===== src/rtl/df_multiplier_c2.sv =====
// df_multiplier_c2
//   Multiplies an unsigned 8-bit sample by an 8-bit fractional coefficient
//   c/256. Five coefficient bits are fixed and three come from a code:
//   c = {0, coef[2], 0, coef[1], 1, coef[0], 1, 0}.
//   The product comes from a combinational shift-and-add reduction chain.
//   Only the upper byte of the product is registered.
//
// Ports
//   clk   in   1  system clock, rising edge
//   rst   in   1  synchronous active-high reset, clears out
//   coef  in   3  coefficient select code
//   data  in   8  unsigned input sample
//   out   out  8  registered floor(data * c / 256)
module df_multiplier_c2 (
  input  logic       clk,
  input  logic       rst,
  input  logic [2:0] coef,
  input  logic [7:0] data,
  output logic [7:0] out
);

  // Reduction chain. These arrays keep these names so simulation can probe them.
  logic [15:0] stage1 [0:4];
  logic [15:0] stage2 [0:3];
  logic [15:0] stage3 [0:2];
  logic [15:0] stage4 [0:1];
  logic [15:0] product;

  logic [7:0] out_d;
  logic [7:0] out_q;

  // Truncating scale back to the output width: keep product[15:8].
  // The largest product is 255 * 94, so bit 15 is always 0 and nothing is lost.
  function automatic logic [7:0] trunc_hi(input logic [15:0] p);
    logic [15:0] shifted;
    shifted  = p >> 8;
    trunc_hi = shifted[7:0];
  endfunction

  // Stage 1: partial products. The 8-bit sample is zero-extended to 16 bits before shifting.
  always_comb begin
    logic [15:0] d16;
    d16       = {8'h00, data};
    stage1[0] = d16 << 1;
    stage1[1] = coef[0] ? (d16 << 2) : 16'h0000;
    stage1[2] = d16 << 3;
    stage1[3] = coef[1] ? (d16 << 4) : 16'h0000;
    stage1[4] = coef[2] ? (d16 << 6) : 16'h0000;
  end

  // Stages 2-4: each stage adds its first two entries and passes the rest through.
  always_comb begin
    stage2[0] = stage1[0] + stage1[1];
    stage2[1] = stage1[2];
    stage2[2] = stage1[3];
    stage2[3] = stage1[4];

    stage3[0] = stage2[0] + stage2[1];
    stage3[1] = stage2[2];
    stage3[2] = stage2[3];

    stage4[0] = stage3[0] + stage3[1];
    stage4[1] = stage3[2];

    product   = stage4[0] + stage4[1];
  end

  // Output register boundary
  always_comb begin
    out_d = trunc_hi(product);
  end

  always_ff @(posedge clk) begin
    if (rst) begin
      out_q <= 8'h00;
    end else begin
      out_q <= out_d;
    end
  end

  assign out = out_q;

endmodule


===== config.mk =====
export PLATFORM = sky130hd
export DESIGN_NAME = df_multiplier_c2
export DESIGN_NICKNAME = d
export VERILOG_FILES = /design/src/rtl/df_multiplier_c2.sv
export SDC_FILE = /design/constraint.sdc
export NUM_CORES = 1
export LEC_CHECK = 0
export ABC_AREA = 1
export CORE_UTILIZATION = 25
export DETAILED_ROUTE_END_ITERATION = 8
export PLACE_DENSITY = 0.43
export SLEW_MARGIN = 20
export SYNTH_ARGS = -nofsm -noshare
export SYNTH_HDL_FRONTEND = slang
export SYNTH_SLANG_ARGS = --single-unit

===== constraint.sdc =====
create_clock -name clk -period 2.9 [get_ports clk]
set_input_delay 0.435 -clock clk [delete_from_list [all_inputs] [get_ports clk]]
set_output_delay 0.435 -clock clk [all_outputs]
set_load 0.02 [all_outputs]

* After elaboration in Yosys (flattened, before gate mapping) *
Index checks and enable logic that the tools add are counted.

word-level totals
  bits in registers = 8
  bits in latches = 0
  RAM bits = 0
  bits in read-only memories = 0
  output and inout bits = 8
  logic and storage cells = 8
  memories = 0

operators by class
  add/subtract/negate cells = 4
  multipliers = 0
  div/mod/pow operators = 0
  magnitude comparators = 0
  equal/unequal tests = 0
  shifts and indexed selects = 0
  mux-type cells = 3
  bitwise logic cells = 0
  reduce and logical (&&, ||, !) cells = 0

operators with widths
  operator        number
  $add 16x11->16  1
  $add 16x12->16  1
  $add 16x16->16  1
  $mux 14         1
  $mux 12         1
  $add 9x10->11   1
  $mux 10         1

* Depth between registers and ports, before layout *
  depth after elaboration = 5
  gate-level depth with buffers = 21

* Worst setup path after synthesis *
OpenSTA, ideal clock, no wires.

  path kind = in2reg
  start point = input data[2]
  end point = register out_q[5], in the netlist out[5]
  library setup time = 0.115 ns
  data arrival time = 2.982 ns
  required time = 2.785 ns
  slack = -0.196 ns
  stages on the path = 17
  buffers on the path = 0
  path through = nand2_1 inv_1 ha_1 a21oi_1 o21ai_2 xnor2_1 fa_1 fa_1 inv_1 ha_1 nand3_1 o21bai_1 nand2_1 nand2_1 nand2_1 a21oi_1 nor2_1

on the way
  cells in the longest elaborated chain, start to end = 5
  elaborated cells on any way between the ends = 7

RTL lines
  element               RTL line  source
  start, declared       18        input logic [7:0] data,
  $mux 10               45        stage1[1] = coef[0] ? (d16 << 2) : 16'h0000;
  $add 9x10->11         53        stage2[0] = stage1[0] + stage1[1];
  $add 16x11->16        58        stage3[0] = stage2[0] + stage2[1];
  $add 16x12->16        62        stage4[0] = stage3[0] + stage3[1];
  $add 16x16->16 (*)    65        product = stage4[0] + stage4[1];
  end signal, assigned  77        out_q <= out_d;
  end, declared         30        logic [7:0] out_q;

Mark *: on every way between the ends. The rest lies on a longest branch, timed or not.
A chain may end at the register's enable or synchronous reset.

* Worst setup path after layout *
  start point = input data[3]
  end point = register out_q[5], in the netlist out[5]

Same word-level chain as after synthesis.

==> flow_summary.json <==
{
  "min_path_type": "input port to flip-flop",
  "finalCritPeriodShare": 1.02,
  "core.rowCount": 26,
  "status": "finished, violations left",
  "placed_area_um2": 1920,
  "fmax_mhz": 338,
  "setup_violations": 6,
  "yosys.area_share.adder": 0.366,
  "grt-ovfl-total": 0,
  "period_minus_slack_ns": 2.96,
  "wl_met3_um": 47,
  "criticalPathCategory": "input port to flip-flop",
  "p_leak_nw": 1.26,
  "antenna_cells": 0,
  "synthSimpleGateAreaFrac": 0.234,
  "synth_mux_area_frac": 0,
  "grt_max_degree": 8,
  "crit_fanout": 4,
  "ir_worst_vdd_uv": 201,
  "clkSinkCount": 7,
  "holdPathEnd": "out[0]",
  "start_util": 0.260,
  "wl_met2_mm": 1.60,
  "yosys_warnings": 0,
  "synth_top_family_by_area": "adder cells",
  "syn_area_um2": 1330,
  "holdCritStartpoint": "rst",
  "fillers": 538,
  "postCtsHoldBufs": 0,
  "fin_tns_setup_ns": -0.239,
  "die_h_um": 74.9,
  "avgSynthCellArea_um2": 6.81,
  "syn_nets": 239,
  "dieArea_um2": 5610,
  "whs_path_depth": 3,
  "top_layer_used": "met3",
  "die_x_um": 74.9,
  "grt_antenna_before_repair": 0,
  "synthCells": 195,
  "seq_area_frac_synth": 0.106,
  "cts_tree": "yes",
  "routedWlPerCell_um": 10.0,
  "hold_violations": 0,
  "wl_mm": 3.33,
  "drc_errors": 0,
  "grt_pass1_wl_mm": 6.20,
  "cts_made_buffers": 3,
  "rsz0062_at_grt": "true",
  "syn2layout_area_growth_pct": 79.5,
  "yosysUniqueCellTypes": 26,
  "cts_root_buf": "clkbuf_8",
  "nets": 308,
  "detail-route-antenna-nets": 0,
  "track_usage": 0.142,
  "clk_path_buf_depth": 2,
  "crit_arrival_ns": 3.08,
  "stdcell_area_um2": 2380,
  "slew_viol_final": 0,
  "ioPinCount": 21,
  "via_count": 1409,
  "violations": "negative setup slack",
  "htreeDepth": 1,
  "drt-pass1-iter-count": 4,
  "start_kind": "input port",
  "largest_reg_flops": 7,
  "place.gp.congestion": 0.746,
  "clk_pin_slew_worst_paths_ns": 0.04,
  "hpwl_mm": 2.70,
  "fin_ws_ns": -0.0583,
  "synth_xor_area_frac": 0.0330,
  "drive_gt1_frac": 0.445,
  "first_global_vias": 1442,
  "routedLengthMet1_mm": 1.69,
  "ys_ff_latch": 7,
  "maxCapViolCount": 0,
  "p_per_area_nw_per_um2": 517,
  "drtIter0Drc": 39,
  "synth_compound_area_frac": 0.123,
  "crit_path_end_kind": "flip-flop",
  "vias_per_cell": 4.23,
  "cp.required_ns": 3.02,
  "core_area_um2": 5110,
  "port_buffers": 19
}
[synth_stat cells]
library cell | count | share of area
buf_4 | 1 | 0.0057
nand2_2 | 2 | 0.0094
nor2_1 | 8 | 0.023
a31oi_1 | 1 | 0.0047
a211oi_1 | 1 | 0.0057
a21oi_1 | 14 | 0.053
inv_1 | 43 | 0.12
nand2_1 | 53 | 0.15
fa_1 | 13 | 0.20
o21ai_0 | 4 | 0.015
o21ai_2 | 1 | 0.0066
xnor2_1 | 2 | 0.013
o311ai_0 | 1 | 0.0066
o21a_1 | 2 | 0.011
o21ai_1 | 1 | 0.0038
clkbuf_1 | 2 | 0.0057
xor2_1 | 3 | 0.020
nand3_1 | 7 | 0.026
inv_2 | 1 | 0.0028
a21boi_0 | 1 | 0.0057
conb_1 | 1 | 0.0028
nand4_1 | 3 | 0.014
dfxtp_1 | 7 | 0.11
o21bai_1 | 2 | 0.011
nor3_1 | 3 | 0.011
ha_1 | 18 | 0.17
[through the flow]
stage	cells	util	hold WS (ns)	worst slack (ns)	total power (W)
floorplan	195	-	0.590	-0.0221	0.000536
global placement	319	0.377	1.15	-0.859	0.000823
detailed placement	319	0.377	1.17	-0.807	0.000816
CTS	328	0.430	0.930	-0.137	0.00109
global route	333	0.466	0.959	-0.237	0.00136
finish	333	0.466	0.926	-0.0583	0.00123
[per-layer routing]
metal | global-route usage | vias to the layer above
li1 | - | 742
met1 | 0.197 | 659
met4 | 0.00629 | 0
met2 | 0.245 | 8
met3 | 0.0201 | 0
met5 | 0 | -
[how the worst max path moves through the flow]
stage	from	endpoint	slack, ns
final	data[3]	out[5]	-0.06
after global routing	data[3]	out[5]	-0.24
after CTS	coef[0]	out[3]	-0.14
after detailed placement	coef[0]	out[3]	-0.81
after global placement	coef[0]	out[5]	-0.86
after floorplan	data[2]	out[5]	-0.02
[kinds of logic (layout without fill, tap and decap cells)]
| kind of cell | Yosys count | count (layout) |
|---|---|---|
| compound gates | 28 | 28 |
| xor+xnor | 5 | 5 |
| fa+ha+maj | 31 | 31 |
| buf+inv | 47 | 115 |
| flops | 7 | 7 |
| other cells | 1 | 1 |
| simple gates | 76 | 76 |
[cell type report]
| type | count | area (um^2) | area share |
|---|---|---|---|
| multi-input cells | 141 | 1380 | 0.578 |
| repair buffers | 67 | 566 | 0.237 |
| inverters | 44 | 168 | 0.0704 |
| flip-flops and latches | 7 | 140 | 0.0588 |
| well taps | 70 | 87.6 | 0.0368 |
| clock buffers | 4 | 45.0 | 0.0189 |
[repair_timing]
action	in CTS	in global routing
setup endpoints to repair	7	7
buffers inserted	5	5
pin swaps	30	41
gates resized for setup	68	36
[critical path, cell delays in order]
cell and delay [ns]:
buf_6 0.09, buf_6 0.11, ha_4 0.26, a21oi_4 0.16, o21ai_4 0.09, xnor2_2 0.14, fa_2 0.35, fa_1 0.52
inv_2 0.05, ha_4 0.26, nand3_2 0.06, o21bai_1 0.12, nand2_1 0.08, nand2_2 0.11, nand2_2 0.08, a21oi_2 0.12
nor2_1 0.04
[placed cells by master, fill, tap and decap left out, drive strengths merged, types with 2 or more instances in the layout]
cell type	count
nand2	55
buf	53
inv	44
ha	18
a21oi	14
fa	13
clkdlybuf4s50	8
nor2	8
dfxtp	7
nand3	7
o21ai	6
clkbuf	5
dlygate4sd2	4
nand4	3
xor2	3
nor3	3
o21a	2
xnor2	2
o21bai	2
[where the power goes]
part / switching, W / internal, W
logic: 0.000472 / 0.000493
registers: 0.00000678 / 0.000126
clock network: 0.0000377 / 0.0000947
Note: power is estimated with default switching activity, not from simulation.
